File: config.mk
export PLATFORM = sky130hd
export DESIGN_NAME = seq_div_32
export DESIGN_NICKNAME = d
export VERILOG_FILES = /design/src/rtl/seq_div_32_pkg.sv /design/src/rtl/seq_div_32_negate.sv /design/src/rtl/seq_div_32.sv
export SDC_FILE = /design/constraint.sdc
export NUM_CORES = 1
export LEC_CHECK = 0
export ABC_AREA = 1
export CAP_MARGIN = 20
export CORE_ASPECT_RATIO = 2
export CORE_MARGIN = 3
export CORE_UTILIZATION = 63
export DETAILED_ROUTE_END_ITERATION = 16
export PLACE_DENSITY = 0.86
export SYNTH_ARGS = -nofsm -noshare
export SYNTH_HDL_FRONTEND = slang
export SYNTH_SLANG_ARGS = --single-unit
export TNS_END_PERCENT = 10
File: constraint.sdc
create_clock -name clock -period 5.3 [get_ports clock]
set_input_delay 0.53 -clock clock [delete_from_list [all_inputs] [get_ports clock]]
set_output_delay 0.53 -clock clock [all_outputs]
set_load 0.02 [all_outputs]
File: src/rtl/seq_div_32_pkg.sv
// Shared constants and state encoding for the sequential signed divider.
package seq_div_32_pkg;

    localparam int unsigned DIV_WIDTH = 32;
    localparam int unsigned DIV_CNT_W = 6;
    localparam int unsigned DIV_ITERS = DIV_WIDTH;

    typedef enum logic [2:0] {
        ST_IDLE = 3'd0,
        ST_PREP = 3'd1,
        ST_ITER = 3'd2,
        ST_FIX  = 3'd3,
        ST_DONE = 3'd4
    } div_state_e;

endpackage

File: src/rtl/seq_div_32_negate.sv
// Two's-complement negator: bitwise inversion followed by +1.
module negate_32 #(
    parameter int unsigned WIDTH = 32
) (
    input  logic [WIDTH-1:0] val_i,
    output logic [WIDTH-1:0] neg_o
);

    assign neg_o = (~val_i) + WIDTH'(1);

endmodule

File: src/rtl/seq_div_32.sv
// Multi-cycle signed radix-2 restoring divider with divide-by-zero flag.
module seq_div_32
    import seq_div_32_pkg::*;
#(
    parameter int unsigned WIDTH = DIV_WIDTH,
    parameter int unsigned CNT_W = DIV_CNT_W
) (
    input  logic             clock,
    input  logic             reset,
    input  logic             ctrl_div,
    input  logic [WIDTH-1:0] data_operandA,
    input  logic [WIDTH-1:0] data_operandB,
    output logic [WIDTH-1:0] data_result,
    output logic             data_exception,
    output logic             data_resultRDY,
    output logic             busy
);

    div_state_e       state_q;
    logic [CNT_W-1:0] cnt_q;
    logic [WIDTH-1:0] dvd_q;     // dividend, becomes quotient as bits shift in
    logic [WIDTH-1:0] dvs_q;     // divisor, becomes its magnitude after PREP
    logic [WIDTH-1:0] rem_q;
    logic             sign_q;
    logic [WIDTH-1:0] result_q;
    logic             exc_q;
    logic             rdy_q;
    logic             busy_q;

    logic [WIDTH-1:0] neg_opnd;
    logic [WIDTH-1:0] shared_in;
    logic [WIDTH-1:0] neg_shared;
    logic [WIDTH-1:0] mag_a;
    logic [WIDTH-1:0] mag_b;
    logic [WIDTH:0]   rem_sh;
    logic             fits;
    logic [WIDTH-1:0] rem_d;
    logic [WIDTH-1:0] quo_d;
    logic [WIDTH-1:0] fix_d;

    // Dividend negator, used while forming magnitudes
    negate_32 #(.WIDTH(WIDTH)) u_neg_opnd (
        .val_i (dvd_q),
        .neg_o (neg_opnd)
    );

    // Second negator serves the divisor in PREP and the quotient in FIX;
    // those states never overlap, so one instance covers both.
    assign shared_in = (state_q == ST_PREP) ? dvs_q : dvd_q;

    negate_32 #(.WIDTH(WIDTH)) u_neg_shared (
        .val_i (shared_in),
        .neg_o (neg_shared)
    );

    // Magnitudes, trial subtraction and sign fix datapath
    always_comb begin
        mag_a  = dvd_q[WIDTH-1] ? neg_opnd : dvd_q;
        mag_b  = dvs_q[WIDTH-1] ? neg_shared : dvs_q;
        rem_sh = {rem_q, dvd_q[WIDTH-1]};
        fits   = (rem_sh >= {1'b0, dvs_q});
        rem_d  = fits ? (rem_sh[WIDTH-1:0] - dvs_q) : rem_sh[WIDTH-1:0];
        quo_d  = {dvd_q[WIDTH-2:0], fits};
        fix_d  = sign_q ? neg_shared : dvd_q;
    end

    // Control FSM, iteration counter and registered outputs
    always_ff @(posedge clock) begin
        if (!reset) begin
            state_q  <= ST_IDLE;
            cnt_q    <= '0;
            dvd_q    <= '0;
            dvs_q    <= '0;
            rem_q    <= '0;
            sign_q   <= 1'b0;
            result_q <= '0;
            exc_q    <= 1'b0;
            rdy_q    <= 1'b0;
            busy_q   <= 1'b0;
        end else begin
            rdy_q <= 1'b0;
            if (ctrl_div) begin
                // A new start aborts whatever was in flight
                dvd_q    <= data_operandA;
                dvs_q    <= data_operandB;
                sign_q   <= data_operandA[WIDTH-1] ^ data_operandB[WIDTH-1];
                result_q <= '0;
                exc_q    <= 1'b0;
                busy_q   <= 1'b1;
                state_q  <= ST_PREP;
            end else begin
                case (state_q)
                    ST_IDLE: begin
                        busy_q <= 1'b0;
                    end
                    ST_PREP: begin
                        rem_q <= '0;
                        cnt_q <= '0;
                        if (dvs_q == '0) begin
                            exc_q    <= 1'b1;
                            result_q <= '0;
                            rdy_q    <= 1'b1;
                            busy_q   <= 1'b0;
                            state_q  <= ST_DONE;
                        end else begin
                            dvd_q   <= mag_a;
                            dvs_q   <= mag_b;
                            state_q <= ST_ITER;
                        end
                    end
                    ST_ITER: begin
                        dvd_q <= quo_d;
                        rem_q <= rem_d;
                        cnt_q <= cnt_q + CNT_W'(1);
                        if (cnt_q == CNT_W'(WIDTH - 1)) begin
                            state_q <= ST_FIX;
                        end
                    end
                    ST_FIX: begin
                        result_q <= fix_d;
                        rdy_q    <= 1'b1;
                        busy_q   <= 1'b0;
                        state_q  <= ST_DONE;
                    end
                    ST_DONE: begin
                        state_q <= ST_IDLE;
                    end
                    default: begin
                        state_q <= ST_IDLE;
                    end
                endcase
            end
        end
    end

    assign data_result    = result_q;
    assign data_exception = exc_q;
    assign data_resultRDY = rdy_q;
    assign busy           = busy_q;

endmodule

# Yosys cells after proc, flatten, opt, wreduce, memory -nomap -nowiden
# Cells that the tools add are included.
dict set report totals {
  ff_bits 141
}
dict set report op_classes {
  addsub 4
  order_cmp 1
  n_eq_ne 12
  n_mux 24
  bitwise_logic 6
  reduce_logical 20
}
# cell count
set ops {}
lappend ops {{32-bit 2-to-1 mux} 11}
lappend ops {{32-bit case mux with 2 select lines} 3}
lappend ops {{32-bit by 1-bit adder with 32-bit output (second input constant)} 2}
lappend ops {{32-bit NOT} 2}
lappend ops {{33-bit by 32-bit >= comparator with 1-bit output} 1}
lappend ops {{32-bit zero test} 1}
lappend ops {{32-bit subtractor} 1}
lappend ops {{2-bit AND reduction} 8}
lappend ops {{3-bit case mux with 4 select lines} 1}
lappend ops {{6-bit case mux with 2 select lines} 1}
lappend ops {{3-bit != test (second input constant)} 3}
lappend ops {{2-bit nonzero test} 4}
lappend ops {{6-bit by 1-bit adder with 6-bit output (second input constant)} 1}
lappend ops {{3-bit by 2-bit == test with 1-bit output (second input constant)} 2}
lappend ops {{6-bit by 5-bit == test with 1-bit output (second input constant)} 1}
lappend ops {{3-bit 2-to-1 mux} 2}
lappend ops {{2-bit != test (second input constant)} 3}
lappend ops {{3-bit AND reduction} 2}
lappend ops {{3-bit nonzero test} 2}
lappend ops {{1-bit 2-to-1 mux} 4}
lappend ops {{1-bit case mux with 2 select lines} 2}
lappend ops {{2-bit OR reduction} 2}
lappend ops {{3-bit by 1-bit == test with 1-bit output (second input constant)} 1}
lappend ops {{3-bit zero test} 1}
lappend ops {{4 further kinds} 6}

# Depth between registers and ports, before layout
# Gate-level depths: netlist (run 1).
dict set report logic_depth {
  depth_word 8
  mapped_depth 17
  ltp_nobuf 16
}

# Modules after synthesis
# From an unflattened synthesis (run 1), not the netlist that was laid out.
dict set report unflattened {
  hier_cells 1978
  area_unflattened_um2 11587.4
}
# module instances cells_per_inst area_per_inst_um2 seq_area_each_um2
set by_module_without_submodules {}
lappend by_module_without_submodules {seq_div_32 1 1604 9768.1 2822.7}
lappend by_module_without_submodules {negate_32 2 187 909.6 0.0}

# Least setup slack after synthesis (run 1)
# Ideal clock, no wire load.
dict set report synth_timing {
  path_kind {reg2reg}
  startpoint {reg dvd_q[31]}
  endpoint {reg rem_q[28]}
  setup_ns 0.132
  arrival_time_ns 2.046
  slack_ns 3.122
  path_stages_with_launch 14
  synth_period_minus_slack_ns 2.178
  cell_sequence {dfxtp_1 inv_1 ha_1 fa_1 o21ai_0 nand2_1 nand2_1 nand2_1 nand2_1 nand2_1 nand3_1 nand3_1 nand2_1 a21oi_1}
}
dict set report synth_via {
  elab_chain_cells 3
  elab_cells_between_ends 4
  cone_classes {add/sub (1); order compare (1); mux (2)}
}
# element line_no
set synth_lines {}
lappend synth_lines {{start: declaration} seq_div_32.sv:21} ;# logic [WIDTH-1:0] dvd_q;
lappend synth_lines {{start signal: assignment} seq_div_32.sv:84} ;# dvd_q <= data_operandA;
lappend synth_lines {{start signal: assignment} seq_div_32.sv:106} ;# dvd_q <= mag_a;
lappend synth_lines {{start signal: assignment} seq_div_32.sv:112} ;# dvd_q <= quo_d;
lappend synth_lines {{32-bit subtractor or 33-bit by 32-bit >= comparator with 1-bit output (tied branches)} {seq_div_32.sv:62, seq_div_32.sv:61}}
lappend synth_lines {{32-bit 2-to-1 mux (*)} seq_div_32.sv:62} ;# rem_d = fits ? (rem_sh[WIDTH-1:0] - dvs_q) : rem_sh[WIDTH-1:0];
lappend synth_lines {{32-bit case mux with 2 select lines (*)} seq_div_32.sv:92} ;# case (state_q)
lappend synth_lines {{end signal: assignment} seq_div_32.sv:113} ;# rem_q <= rem_d;
lappend synth_lines {{end: declaration} seq_div_32.sv:23} ;# logic [WIDTH-1:0] rem_q;
# Mark *: on every way between the ends. The rest lies on a longest branch, timed or not.
# A chain may end at the register's enable or synchronous reset.

# Final worst setup path (run 1)
dict set report layout_timing {
  startpoint {reg dvs_q[31]}
  endpoint {reg rem_q[23]}
}
dict set report layout_via {
  elab_chain_cells 3
}
# element line_no
set layout_lines {}
lappend layout_lines {{start: declaration} seq_div_32.sv:22} ;# logic [WIDTH-1:0] dvs_q;
lappend layout_lines {{start signal: assignment} seq_div_32.sv:85} ;# dvs_q <= data_operandB;
lappend layout_lines {{start signal: assignment} seq_div_32.sv:107} ;# dvs_q <= mag_b;
lappend layout_lines {{33-bit by 32-bit >= comparator with 1-bit output} seq_div_32.sv:61} ;# fits = (rem_sh >= {1'b0, dvs_q});
lappend layout_lines {{32-bit 2-to-1 mux} seq_div_32.sv:62}
lappend layout_lines {{32-bit case mux with 2 select lines} seq_div_32.sv:92}
# No other way between the ends.

==> impl_metrics.xml, run 1 <==
<?xml version="1.0" encoding="UTF-8"?>
<metrics>
  <group name="logic_synthesis">
    <metric name="synth-adder-area-share" unit="%">4.10</metric>
    <metric name="synth_top_area_cell" unit="">sky130_fd_sc_hd__dfxtp_1</metric>
    <metric name="synth_fp_nets" unit="">2017</metric>
    <metric name="synth_area_leaders" unit="">sky130_fd_sc_hd__dfxtp_1, sky130_fd_sc_hd__nand2_1, sky130_fd_sc_hd__a21oi_1, sky130_fd_sc_hd__inv_1, sky130_fd_sc_hd__nor2_1</metric>
    <metric name="synth_commonest_cells" unit="">sky130_fd_sc_hd__nand2_1, sky130_fd_sc_hd__inv_1, sky130_fd_sc_hd__a21oi_1</metric>
    <metric name="ys.warnings.count" unit="">0</metric>
    <metric name="largest_family_of_logic_cells_by_synthesized_area" unit="">simple AND/OR/NAND/NOR gates</metric>
    <metric name="synth_simple_gate_area_share" unit="%">40.0</metric>
    <metric name="yosysTopAreaCellShare" unit="%">25.3</metric>
    <metric name="synth.distinct_cells" unit="">47</metric>
    <metric name="muxShareOfSynthArea" unit="%">0</metric>
    <metric name="syn_area" unit="um2">11200</metric>
    <metric name="synth-xor-area-share" unit="%">2.12</metric>
    <metric name="synth-seq-area-share" unit="%">25.3</metric>
    <metric name="syn_inst" unit="">1914</metric>
    <metric name="synth_compound_area_share" unit="%">17.2</metric>
    <metric name="synthArstFlopShare" unit="%">0</metric>
    <metric name="synth-seq-cells" unit="">141</metric>
    <metric name="number_of_flops_mapped_to_enable_cells_by_yosys" unit="">0</metric>
    <metric name="postSynthAreaPerCell" unit="um2">5.83</metric>
    <metric name="yosysMostFrequentCell" unit="">sky130_fd_sc_hd__nand2_1</metric>
    <metric name="yosys_most_used_dff" unit="">sky130_fd_sc_hd__dfxtp_1</metric>
  </group>
  <group name="clock_network">
    <metric name="postCtsSetupBuffers" unit="">0</metric>
    <metric name="ctsHoldBuffers" unit="">0</metric>
    <metric name="cts.sinks" unit="">141</metric>
    <metric name="cts.repair.resized" unit="">0</metric>
    <metric name="ctsHtreeMaxLevel" unit="">4</metric>
    <metric name="cts-root-buf" unit="">sky130_fd_sc_hd__clkbuf_16</metric>
    <metric name="clk_pin_slew_worst_paths" unit="ps">60</metric>
    <metric name="numCtsBuffers" unit="">17</metric>
    <metric name="tritoncts" unit="">yes</metric>
    <metric name="clock_insertion_delay_worst_skew" unit="ps">440</metric>
    <metric name="clk_buf_depth" unit="">2</metric>
  </group>
  <group name="setup_path">
    <metric name="path_depth" unit="">14</metric>
    <metric name="path_class" unit="">register to register</metric>
    <metric name="path_delay_family" unit="">simple AND/OR/NAND/NOR gates</metric>
    <metric name="crit_arrival" unit="ps">4190</metric>
    <metric name="critical_path.slowest_cell" unit="">sky130_fd_sc_hd__nor2_1</metric>
    <metric name="timing.critical_path.from_type" unit="">register</metric>
    <metric name="cp.buffers_inverters" unit="">3</metric>
    <metric name="critPathMaxStageDelay" unit="ps">610</metric>
    <metric name="critical_path_required" unit="ps">5660</metric>
    <metric name="path_cells" unit="">inv_1, ha_1, inv_1, nor2_1, nand4_1, nor2_1, nand2_1, nand2_1, nor2_1, nand2_2, inv_1, nand2_1, nand3_1, a21oi_1</metric>
    <metric name="cp_max_fo" unit="">26</metric>
    <metric name="end_kind" unit="">register</metric>
    <metric name="reg2reg_depth" unit="">14</metric>
  </group>
  <group name="drt">
    <metric name="firstDrtPassIters" unit="">5</metric>
    <metric name="final_routed_wire_length_divided_by_cell_count" unit="um">19.3</metric>
    <metric name="wirelength" unit="um">42400</metric>
    <metric name="drcViolationCount" unit="">0</metric>
    <metric name="via_count" unit="">13300</metric>
    <metric name="drtIter0Drc" unit="">986</metric>
    <metric name="detail_route.vias_per_cell" unit="">6.02</metric>
    <metric name="drt.antenna.violating_nets" unit="">0</metric>
  </group>
  <group name="pwr">
    <metric name="p_leak" unit="nW">5.95</metric>
    <metric name="seq_power_share" unit="%">35.5</metric>
    <metric name="powerDensity" unit="nW/um2">247</metric>
    <metric name="clockPowerShare" unit="%">37.1</metric>
    <metric name="power.switching_fraction" unit="%">36.4</metric>
    <metric name="power.ir.vdd_worst" unit="mV">0.271</metric>
    <metric name="cellInternalPower" unit="mW">2.01</metric>
    <metric name="switchingPower" unit="mW">1.15</metric>
    <metric name="p_comb_share" unit="%">27.4</metric>
  </group>
  <group name="sta">
    <metric name="report.final.hold_viol_count" unit="">0</metric>
    <metric name="slew_headroom" unit="%">31.8</metric>
    <metric name="count_of_final_setup_violators" unit="">0</metric>
    <metric name="worstMarginPinSlew" unit="ps">1020</metric>
    <metric name="setup_tns" unit="ps">0</metric>
    <metric name="final.min_clock_period" unit="ps">3840</metric>
    <metric name="period_share" unit="%">72.4</metric>
    <metric name="report.final.slew_viol_count" unit="">0</metric>
    <metric name="achievable-frequency" unit="MHz">261</metric>
    <metric name="fin_worst_skew" unit="ps">13.1</metric>
    <metric name="grt_setup_unrepaired" unit="">no</metric>
  </group>
  <group name="global_route">
    <metric name="grt.met2_usage" unit="%">72.6</metric>
    <metric name="met3_layer_usage_reported_by_global_route" unit="%">9.76</metric>
    <metric name="globalRoute.totalOverflow" unit="">0</metric>
    <metric name="busiest_layer" unit="">met2</metric>
    <metric name="grt_pass1_vias" unit="">13300</metric>
    <metric name="grt_first_pass_wirelength" unit="um">66500</metric>
    <metric name="grt_max_degree" unit="">74</metric>
    <metric name="initial_antenna_violation_count" unit="">0</metric>
    <metric name="gr-usage-all-layers" unit="%">43.5</metric>
    <metric name="globalRouteMet1Util" unit="%">41.4</metric>
  </group>
  <group name="final_layout">
    <metric name="multi_input_area" unit="um2">7100</metric>
    <metric name="fraction_of_final_layout_cells_sized_beyond_drive_strength_1" unit="%">6.03</metric>
    <metric name="finish.net_count" unit="">2081</metric>
    <metric name="diode_count" unit="">0</metric>
    <metric name="sequential_cell_area" unit="um2">2820</metric>
    <metric name="final.fill_count" unit="">1507</metric>
    <metric name="synthToLayoutAreaGrowth" unit="%">14.7</metric>
    <metric name="post-route-util" unit="%">73.8</metric>
  </group>
  <group name="run">
    <metric name="maxCapViolations" unit="">0</metric>
  </group>
  <group name="die">
    <metric name="floorplan.die_area" unit="um2">19400</metric>
    <metric name="top_level_ports" unit="">102</metric>
    <metric name="initial_utilization" unit="%">64.3</metric>
    <metric name="die_width" unit="um">100</metric>
    <metric name="coreArea" unit="um2">17400</metric>
    <metric name="num_rows" unit="">68</metric>
    <metric name="vertical_die_dimension" unit="um">194</metric>
  </group>
  <group name="min_path">
    <metric name="min_delay_path_depth" unit="">2</metric>
    <metric name="timing.hold.worst.class" unit="">register to register</metric>
  </group>
  <group name="placed_design">
    <metric name="io_buffers" unit="">101</metric>
    <metric name="place.gp.congestion" unit="">1.13</metric>
    <metric name="dpl.hpwl" unit="um">32300</metric>
  </group>
  <group name="outcome">
    <metric name="result_of_the_run" unit="">finished, final reports clean</metric>
  </group>
</metrics>
-- registers in the layout (all words and copies together) (netlist names) --
name,count
data_result,32
dvd_q,32
dvs_q,32
rem_q,32
cnt_q,6
state_q,3
busy,1
data_exception,1
data_resultRDY,1
sign_q,1
-- kinds of logic after synthesis --
| kind of cell | after synthesis |
|---|---|
| simple gates | 1037 |
| compound gates | 360 |
| buf+inv | 313 |
| flops | 141 |
| fa+ha+maj | 36 |
| xor+xnor | 27 |
-- per-layer routing --
layer | up-vias | part of all wire, %
met5 | - | 0
met4 | 0 | 12
met3 | 317 | 7.4
met2 | 755 | 48
met1 | 5896 | 32
li1 | 6287 | -
-- layout by cell type (no fill, tap or decap), types with 26 or more instances in the layout --
| master | n |
|---|---|
| sky130_fd_sc_hd__inv_1 | 236 |
| sky130_fd_sc_hd__dfxtp_1 | 141 |
| sky130_fd_sc_hd__nor2_1 | 162 |
| sky130_fd_sc_hd__a21oi_1 | 206 |
| sky130_fd_sc_hd__o21ai_0 | 105 |
| sky130_fd_sc_hd__nand4_1 | 26 |
| sky130_fd_sc_hd__nand3_1 | 119 |
| sky130_fd_sc_hd__ha_1 | 35 |
| sky130_fd_sc_hd__clkdlybuf4s50_1 | 100 |
| sky130_fd_sc_hd__nand2_2 | 29 |
| sky130_fd_sc_hd__nand2_1 | 610 |
-- power by group through the flow --
| stage | Combinational (mW) | Sequential, mW | Clock [mW] |
|---|---|---|---|
| 4_1_cts | 0.824 | 1.12 | 1.16 |
| 3_3_place_gp | 0.810 | 1.14 | 0 |
| 5_1_grt | 0.940 | 1.13 | 1.21 |
| 3_5_place_dp | 0.816 | 1.15 | 0 |
| 2_1_floorplan | 0.569 | 1.14 | 0 |
| 6_report | 0.865 | 1.12 | 1.17 |
-- final timing paths --
check | start | end | slack [ps]
setup / recovery | dvs_q[31]$_SDFFE_PN0P_ | rem_q[23]$_SDFFE_PN0P_ | 1460
hold / removal | data_result[3]$_SDFFE_PP0P_ | data_result[3]$_SDFFE_PP0P_ | 470
hold reg to reg | data_result[3]$_SDFFE_PP0P_ | data_result[3]$_SDFFE_PP0P_ | 470
setup reg to reg | dvs_q[31]$_SDFFE_PN0P_ | rem_q[23]$_SDFFE_PN0P_ | 1460
-- worst register-to-register path: stages (launching register included) --
cell and delay [ps]:
sky130_fd_sc_hd__dfxtp_1 310, sky130_fd_sc_hd__inv_1 230, sky130_fd_sc_hd__ha_1 430, sky130_fd_sc_hd__inv_1 80, sky130_fd_sc_hd__nor2_1 610, sky130_fd_sc_hd__nand4_1 440, sky130_fd_sc_hd__nor2_1 210, sky130_fd_sc_hd__nand2_1 90
sky130_fd_sc_hd__nand2_1 70, sky130_fd_sc_hd__nor2_1 100, sky130_fd_sc_hd__nand2_2 380, sky130_fd_sc_hd__inv_1 400, sky130_fd_sc_hd__nand2_1 150, sky130_fd_sc_hd__nand3_1 100, sky130_fd_sc_hd__a21oi_1 160
-- area by class of cell --
cell class	instances	share of cell area, %
Clock buffer	18	3.35
Sequential cell	141	22.0
Clock inverter	14	1.07
Tap cell	210	2.05
Inverter	242	7.09
Multi-Input combinational cell	1460	55.4
Timing Repair Buffer	116	8.95
-- metrics by stage --
stage,total power [mW],instances,setup slack [ps],hold WS [ps],cell area [um2]
floorplan,1.71,1914,3120,456,11200
global route,3.28,2201,1200,486,12800
CTS,3.11,2199,1930,468,12800
finish,3.16,2201,1460,469,12800
global placement,1.95,2167,2030,455,12200
detailed placement,1.96,2167,2000,457,12200
(Power assumes the default switching activity.)
==> run 2: changes to the inputs <==
- CORE_UTILIZATION: 63 -> 59
- PLACE_DENSITY: 0.86 -> 0.82
- clock period: 5.3 -> 3.7 ns (I/O delays scaled with it)
==> run 2 against run 1 <==
- utilization shrank 3.4 points
- hold slack got worse by 5.0 ps
- non-clock buffer count rose by 8
- sequential power up 44%
- critical endpoint is now data_result[28]$_SDFFE_PP0P_
==> impl_metrics.xml, run 2 (synthesized netlist as in run 1, its figures left out) <==
<?xml version="1.0" encoding="UTF-8"?>
<metrics>
  <group name="outcome">
    <metric name="result_of_the_run" unit="">finished, final reports clean</metric>
  </group>
  <group name="clock_network">
    <metric name="cts.repair.resized" unit="">0</metric>
    <metric name="clock_insertion_delay_worst_skew" unit="ps">440</metric>
    <metric name="numCtsBuffers" unit="">17</metric>
    <metric name="ctsHtreeMaxLevel" unit="">4</metric>
    <metric name="postCtsSetupBuffers" unit="">0</metric>
    <metric name="cts-root-buf" unit="">sky130_fd_sc_hd__clkbuf_16</metric>
    <metric name="cts.sinks" unit="">141</metric>
    <metric name="tritoncts" unit="">yes</metric>
    <metric name="clk_buf_depth" unit="">2</metric>
    <metric name="clk_pin_slew_worst_paths" unit="ps">60</metric>
    <metric name="ctsHoldBuffers" unit="">0</metric>
  </group>
  <group name="die">
    <metric name="floorplan.die_area" unit="um2">20700</metric>
    <metric name="num_rows" unit="">70</metric>
    <metric name="vertical_die_dimension" unit="um">201</metric>
    <metric name="coreArea" unit="um2">18400</metric>
    <metric name="initial_utilization" unit="%">60.7</metric>
    <metric name="top_level_ports" unit="">102</metric>
    <metric name="die_width" unit="um">103</metric>
  </group>
  <group name="final_layout">
    <metric name="synthToLayoutAreaGrowth" unit="%">16.0</metric>
    <metric name="fraction_of_final_layout_cells_sized_beyond_drive_strength_1" unit="%">6.36</metric>
    <metric name="final.fill_count" unit="">1678</metric>
    <metric name="post_route_non_filler_standard_cell_count" unit="">2214</metric>
    <metric name="final_common_cell" unit="">sky130_fd_sc_hd__nand2_1</metric>
    <metric name="final_cell_mix" unit="">sky130_fd_sc_hd__nand2_1, sky130_fd_sc_hd__inv_1, sky130_fd_sc_hd__a21oi_1, sky130_fd_sc_hd__nor2_1, sky130_fd_sc_hd__dfxtp_1</metric>
    <metric name="diode_count" unit="">0</metric>
    <metric name="post-route-util" unit="%">70.4</metric>
    <metric name="finish.net_count" unit="">2089</metric>
    <metric name="fin_area" unit="um2">12900</metric>
  </group>
  <group name="pwr">
    <metric name="p_leak" unit="nW">6.03</metric>
    <metric name="power.ir.vdd_worst" unit="mV">0.405</metric>
    <metric name="powerDensity" unit="nW/um2">364</metric>
    <metric name="design_power" unit="mW">4.71</metric>
  </group>
  <group name="setup_path">
    <metric name="cp.buffers_inverters" unit="">2</metric>
    <metric name="critical_path.reg2reg.startpoint" unit="">state_q[1]$_SDFFE_PP0P_</metric>
    <metric name="reg2reg_depth" unit="">13</metric>
    <metric name="path_depth" unit="">13</metric>
    <metric name="timing.critical_path.from_type" unit="">register</metric>
    <metric name="cp_max_fo" unit="">22</metric>
    <metric name="path_class" unit="">register to register</metric>
    <metric name="critPathMaxStageDelay" unit="ps">570</metric>
    <metric name="worst_setup_path_startpoint" unit="">state_q[1]$_SDFFE_PP0P_</metric>
    <metric name="critical_path.slowest_cell" unit="">sky130_fd_sc_hd__nor2_1</metric>
    <metric name="crit_path_frequent_cell" unit="">sky130_fd_sc_hd__nand2_1</metric>
    <metric name="crit_arrival" unit="ps">3540</metric>
    <metric name="setup.reg_to_reg.worst_slack" unit="ps">480</metric>
    <metric name="path_cells" unit="">inv_2, nand3_4, o21ai_2, ha_1, nand2_1, nor2_1, inv_1, nor2_1, nand3_1, nand2_1, nand2_1, nand2_1, a21oi_1</metric>
    <metric name="end_kind" unit="">register</metric>
    <metric name="worst_r2r_endpoint" unit="">data_result[28]$_SDFFE_PP0P_</metric>
    <metric name="critical_path_required" unit="ps">4020</metric>
    <metric name="path_delay_family" unit="">simple AND/OR/NAND/NOR gates</metric>
    <metric name="critPathCapture" unit="">data_result[28]$_SDFFE_PP0P_</metric>
  </group>
  <group name="drt">
    <metric name="drtIter0Drc" unit="">840</metric>
    <metric name="drcViolationCount" unit="">0</metric>
    <metric name="drt.antenna.violating_nets" unit="">0</metric>
    <metric name="detail_route.vias_per_cell" unit="">5.92</metric>
    <metric name="via_count" unit="">13100</metric>
    <metric name="firstDrtPassIters" unit="">6</metric>
    <metric name="final_routed_wire_length_divided_by_cell_count" unit="um">19.4</metric>
    <metric name="wirelength" unit="um">43000</metric>
  </group>
  <group name="global_route">
    <metric name="gr-usage-all-layers" unit="%">42.5</metric>
    <metric name="grt_max_degree" unit="">58</metric>
    <metric name="globalRoute.totalOverflow" unit="">0</metric>
    <metric name="initial_antenna_violation_count" unit="">0</metric>
    <metric name="grt_pass1_vias" unit="">13100</metric>
    <metric name="grt_first_pass_wirelength" unit="um">67600</metric>
  </group>
  <group name="placed_design">
    <metric name="place.gp.congestion" unit="">1.06</metric>
    <metric name="dpl.hpwl" unit="um">33300</metric>
    <metric name="io_buffers" unit="">101</metric>
    <metric name="place_worst_setup_slack" unit="ps">773</metric>
    <metric name="placedInstanceArea" unit="um2">12300</metric>
    <metric name="post-place-cells" unit="">2182</metric>
  </group>
  <group name="sta">
    <metric name="count_of_final_setup_violators" unit="">0</metric>
    <metric name="setup_tns" unit="ps">0</metric>
    <metric name="period_share" unit="%">86.9</metric>
    <metric name="post-route-worst-setup-slack" unit="ps">484</metric>
    <metric name="report.final.hold_viol_count" unit="">0</metric>
    <metric name="worstMarginPinSlew" unit="ps">1120</metric>
    <metric name="worst_hold_slack" unit="ps">464</metric>
    <metric name="grt_setup_unrepaired" unit="">no</metric>
    <metric name="fin_worst_skew" unit="ps">9.98</metric>
    <metric name="slew_headroom" unit="%">25.5</metric>
    <metric name="final.min_clock_period" unit="ps">3220</metric>
    <metric name="report.final.slew_viol_count" unit="">0</metric>
    <metric name="achievable-frequency" unit="MHz">311</metric>
  </group>
  <group name="min_path">
    <metric name="timing.hold.worst.class" unit="">register to register</metric>
    <metric name="holdCritStartpoint" unit="">data_result[1]$_SDFFE_PP0P_</metric>
    <metric name="min_delay_path_depth" unit="">2</metric>
  </group>
  <group name="run">
    <metric name="maxCapViolations" unit="">0</metric>
  </group>
</metrics>
[run 2: changes by cell type in the layout (fill, tap and decap cells not counted), sizes merged]
cell,delta
buf,+8
bufinv,+3
clkbuf,+3
clkinvlp,-3
inv,-4
[run 2: final cells by class]
class	count	area, um2	area share, %
clock buffer	21	470	3.63
clock inverter	10	163	1.26
inverter	242	908	7.02
multi-input combinational	1460	7100	54.8
sequential	141	2820	21.8
tap	216	270	2.09
timing repair buffer	124	1210	9.36
[run 2: worst register-to-register path: stages (launching register included)]
cell                      delay [ps]
sky130_fd_sc_hd__dfxtp_1         340
sky130_fd_sc_hd__inv_2           330
sky130_fd_sc_hd__nand3_4         360
sky130_fd_sc_hd__o21ai_2         270
sky130_fd_sc_hd__ha_1            230
sky130_fd_sc_hd__nand2_1         120
sky130_fd_sc_hd__nor2_1          290
sky130_fd_sc_hd__inv_1           120
sky130_fd_sc_hd__nor2_1          570
sky130_fd_sc_hd__nand3_1         190
sky130_fd_sc_hd__nand2_1         110
sky130_fd_sc_hd__nand2_1          50
sky130_fd_sc_hd__nand2_1          60
sky130_fd_sc_hd__a21oi_1          50
[run 2: worst min path at each step]
stage                                              end  slack, ps
after global placement     data_result[4]$_SDFFE_PP0P_        450
after global routing      data_result[11]$_SDFFE_PP0P_        490
after CTS                       dvs_q[18]$_SDFFE_PN0P_        460
after floorplan                 rem_q[26]$_SDFFE_PN0P_        460
after detailed placement   data_result[1]$_SDFFE_PP0P_        460
final                      data_result[1]$_SDFFE_PP0P_        460
[run 2: routing by layer]
layer / part of all wire, % / global-route usage (%) / vias up
met4: 11 / 38.9 / 0
li1: - / - / 6304
met2: 49 / 69.9 / 727
met1: 32 / 41.7 / 5817
met5: 0 / 0 / -
met3: 7.9 / 10.8 / 268
[run 2: power breakdown]
part	switching, mW	leakage [nW]	internal [mW]
combinational	0.862	4.58	0.377
clock	0.688	0.305	1.18
sequential	0.0368	1.15	1.57
total	1.59	6.03	3.13
==> run 3: changes to the inputs <==
- ABC_AREA: 1 -> default
- CORE_UTILIZATION: 59 -> 58
- PLACE_DENSITY: 0.82 -> 0.81
==> run 3 against run 2 <==
- synthesized area decreased by 10%
- fmax decreased by 6.6%
- sequential cell count unchanged
- sequential share of layout area increased by 2.2 points
- combinational power decreased by 20%
- critical path type unchanged
- critical endpoint is now rem_q[3]$_SDFFE_PN0P_
- largest cell class unchanged
- largest power group unchanged
==> impl_metrics.xml, run 3 <==
<?xml version="1.0" encoding="UTF-8"?>
<metrics>
  <group name="logic_synthesis">
    <metric name="synthArstFlopShare" unit="%">0</metric>
    <metric name="yosysMostFrequentCell" unit="">sky130_fd_sc_hd__o21ai_0</metric>
    <metric name="ys.warnings.count" unit="">0</metric>
    <metric name="syn_area" unit="um2">10000</metric>
    <metric name="yosysTopAreaCellShare" unit="%">28.2</metric>
    <metric name="synth.distinct_cells" unit="">80</metric>
    <metric name="postSynthAreaPerCell" unit="um2">7.28</metric>
    <metric name="syn_inst" unit="">1375</metric>
    <metric name="synth_commonest_cells" unit="">sky130_fd_sc_hd__o21ai_0, sky130_fd_sc_hd__nand2_1, sky130_fd_sc_hd__dfxtp_1</metric>
    <metric name="synth_top_area_cell" unit="">sky130_fd_sc_hd__dfxtp_1</metric>
    <metric name="synth_fp_nets" unit="">1478</metric>
    <metric name="synth_area_leaders" unit="">sky130_fd_sc_hd__dfxtp_1, sky130_fd_sc_hd__o21ai_0, sky130_fd_sc_hd__nand2_1, sky130_fd_sc_hd__a21oi_1, sky130_fd_sc_hd__nor2_1</metric>
    <metric name="synth-seq-cells" unit="">141</metric>
    <metric name="synth-seq-area-share" unit="%">28.2</metric>
    <metric name="yosys_most_used_dff" unit="">sky130_fd_sc_hd__dfxtp_1</metric>
    <metric name="number_of_flops_mapped_to_enable_cells_by_yosys" unit="">0</metric>
  </group>
  <group name="setup_path">
    <metric name="cp.buffers_inverters" unit="">4</metric>
    <metric name="path_class" unit="">register to register</metric>
    <metric name="crit_path_frequent_cell" unit="">sky130_fd_sc_hd__buf_4</metric>
    <metric name="critical_path.slowest_cell" unit="">sky130_fd_sc_hd__a2111oi_2</metric>
    <metric name="path_cells" unit="">inv_1, ha_1, and3_1, nand4_1, nor3b_1, buf_4, a2111oi_2, a211oi_1, buf_4, o32ai_4, buf_12, mux2i_1, o21ai_0</metric>
    <metric name="critical_path.reg2reg.startpoint" unit="">dvs_q[14]$_SDFFE_PN0P_</metric>
    <metric name="end_kind" unit="">register</metric>
    <metric name="worst_setup_path_startpoint" unit="">dvs_q[14]$_SDFFE_PN0P_</metric>
    <metric name="timing.critical_path.from_type" unit="">register</metric>
    <metric name="reg2reg_depth" unit="">13</metric>
    <metric name="cp_max_fo" unit="">34</metric>
    <metric name="path_delay_family" unit="">compound AO/OA/AOI/OAI gates</metric>
    <metric name="critical_path_required" unit="ps">3980</metric>
    <metric name="crit_arrival" unit="ps">3720</metric>
    <metric name="critPathMaxStageDelay" unit="ps">490</metric>
    <metric name="path_depth" unit="">13</metric>
  </group>
  <group name="final_layout">
    <metric name="fin_area" unit="um2">11800</metric>
    <metric name="final.fill_count" unit="">1414</metric>
    <metric name="synthToLayoutAreaGrowth" unit="%">17.6</metric>
    <metric name="finish.net_count" unit="">1530</metric>
    <metric name="final_cell_mix" unit="">sky130_fd_sc_hd__o21ai_0, sky130_fd_sc_hd__nand2_1, sky130_fd_sc_hd__dfxtp_1, sky130_fd_sc_hd__nor2_1, sky130_fd_sc_hd__a21oi_1</metric>
    <metric name="fraction_of_final_layout_cells_sized_beyond_drive_strength_1" unit="%">7.30</metric>
    <metric name="final_common_cell" unit="">sky130_fd_sc_hd__o21ai_0</metric>
  </group>
  <group name="global_route">
    <metric name="initial_antenna_violation_count" unit="">0</metric>
    <metric name="grt_max_degree" unit="">75</metric>
    <metric name="globalRoute.totalOverflow" unit="">0</metric>
    <metric name="grt_pass1_vias" unit="">10300</metric>
    <metric name="grt_first_pass_wirelength" unit="um">51700</metric>
    <metric name="gr-usage-all-layers" unit="%">34.2</metric>
  </group>
  <group name="sta">
    <metric name="grt_setup_unrepaired" unit="">no</metric>
    <metric name="slew_headroom" unit="%">36.2</metric>
    <metric name="fin_worst_skew" unit="ps">7.01</metric>
    <metric name="count_of_final_setup_violators" unit="">0</metric>
    <metric name="period_share" unit="%">93.0</metric>
    <metric name="worstMarginPinSlew" unit="ps">954</metric>
    <metric name="post-route-worst-setup-slack" unit="ps">257</metric>
    <metric name="report.final.slew_viol_count" unit="">0</metric>
    <metric name="final.min_clock_period" unit="ps">3440</metric>
    <metric name="report.final.hold_viol_count" unit="">0</metric>
    <metric name="setup_tns" unit="ps">0</metric>
    <metric name="achievable-frequency" unit="MHz">290</metric>
  </group>
  <group name="outcome">
    <metric name="result_of_the_run" unit="">finished, final reports clean</metric>
  </group>
  <group name="clock_network">
    <metric name="cts.sinks" unit="">141</metric>
    <metric name="clock_insertion_delay_worst_skew" unit="ps">430</metric>
    <metric name="clk_buf_depth" unit="">2</metric>
    <metric name="postCtsSetupBuffers" unit="">0</metric>
    <metric name="ctsHtreeMaxLevel" unit="">4</metric>
    <metric name="ctsHoldBuffers" unit="">0</metric>
    <metric name="tritoncts" unit="">yes</metric>
    <metric name="clk_pin_slew_worst_paths" unit="ps">60</metric>
    <metric name="numCtsBuffers" unit="">17</metric>
    <metric name="cts-root-buf" unit="">sky130_fd_sc_hd__clkbuf_16</metric>
    <metric name="cts.repair.resized" unit="">0</metric>
  </group>
  <group name="pwr">
    <metric name="design_power" unit="mW">4.44</metric>
    <metric name="power.ir.vdd_worst" unit="mV">0.270</metric>
    <metric name="p_leak" unit="nW">4.57</metric>
    <metric name="powerDensity" unit="nW/um2">377</metric>
  </group>
  <group name="placed_design">
    <metric name="dpl.hpwl" unit="um">24400</metric>
    <metric name="place_worst_setup_slack" unit="ps">300</metric>
    <metric name="place.gp.congestion" unit="">0.975</metric>
    <metric name="placedInstanceArea" unit="um2">11200</metric>
    <metric name="io_buffers" unit="">101</metric>
  </group>
  <group name="drt">
    <metric name="drtIter0Drc" unit="">832</metric>
    <metric name="wirelength" unit="um">33000</metric>
    <metric name="drt.antenna.violating_nets" unit="">0</metric>
    <metric name="via_count" unit="">10700</metric>
    <metric name="final_routed_wire_length_divided_by_cell_count" unit="um">20.1</metric>
    <metric name="detail_route.vias_per_cell" unit="">6.49</metric>
    <metric name="drcViolationCount" unit="">0</metric>
    <metric name="firstDrtPassIters" unit="">6</metric>
  </group>
  <group name="die">
    <metric name="num_rows" unit="">67</metric>
    <metric name="initial_utilization" unit="%">59.4</metric>
    <metric name="die_width" unit="um">98.9</metric>
    <metric name="coreArea" unit="um2">16800</metric>
    <metric name="floorplan.die_area" unit="um2">19000</metric>
    <metric name="top_level_ports" unit="">102</metric>
    <metric name="vertical_die_dimension" unit="um">192</metric>
  </group>
  <group name="min_path">
    <metric name="min_delay_path_depth" unit="">3</metric>
    <metric name="timing.hold.worst.class" unit="">input port to register</metric>
    <metric name="holdCritStartpoint" unit="">ctrl_div</metric>
  </group>
  <group name="run">
    <metric name="maxCapViolations" unit="">0</metric>
  </group>
</metrics>
run 3: cells by family after synthesis:
family | count (synthesis) | share of synthesized area (%)
AOI/OAI and AO/OA | 437 | 26.7
xor gates and xnor gates | 80 | 7.00
adders and majority gates | 36 | 4.58
buffers and inverters | 155 | 6.20
DFF | 141 | 28.2
muxes | 26 | 2.68
and+or+nand+nor | 500 | 24.6
run 3: report_power, final:
| group | leakage, nW | switching [mW] | internal [mW] |
|---|---|---|---|
| clock network | 0.294 | 0.684 | 1.11 |
| registers | 1.15 | 0.0903 | 1.57 |
| logic | 3.13 | 0.591 | 0.401 |
run 3: path summary, 6_finish.rpt:
kind,slack [ps],end
worst max-delay path,260,rem_q[3]$_SDFFE_PN0P_
worst min register to register,460,data_result[29]$_SDFFE_PP0P_
worst min-delay path,390,dvs_q[25]$_SDFFE_PN0P_
worst max register to register,260,rem_q[3]$_SDFFE_PN0P_
run 3: per-stage QoR:
stage	instances	utilization, %	hold slack, ps
floorplan	1375	-	443
detailed placement	1615	66.2	446
CTS	1646	69.8	377
global placement	1615	66.2	437
finish	1647	69.8	392
global route	1646	69.8	419
run 3: layout make-up:
type / instances / area (um2) / area share (%)
multi-input combinational: 1079 / 6590 / 56.0
tap: 207 / 259 / 2.20
clock buffer: 20 / 467 / 3.97
sequential: 141 / 2820 / 24.0
timing repair buffer: 139 / 1300 / 11.1
antenna: 1 / 2.50 / 0.0213
clock inverter: 11 / 141 / 1.20
inverter: 49 / 184 / 1.56
run 3: layer usage:
layer,wire (um),up-vias,global-route usage (%),part of all wire [%]
li1,-,4983,-,-
met1,11400,4989,35.6,35
met2,16800,538,61.4,51
met3,2300,175,5.02,7.0
met4,2530,0,24.7,7.7
met5,0,-,0,0
run 3: worst min-delay path, delay by kind of cell:
kind,cells,cell delay (ps)
simple gates,2,160
buf+inv,1,230
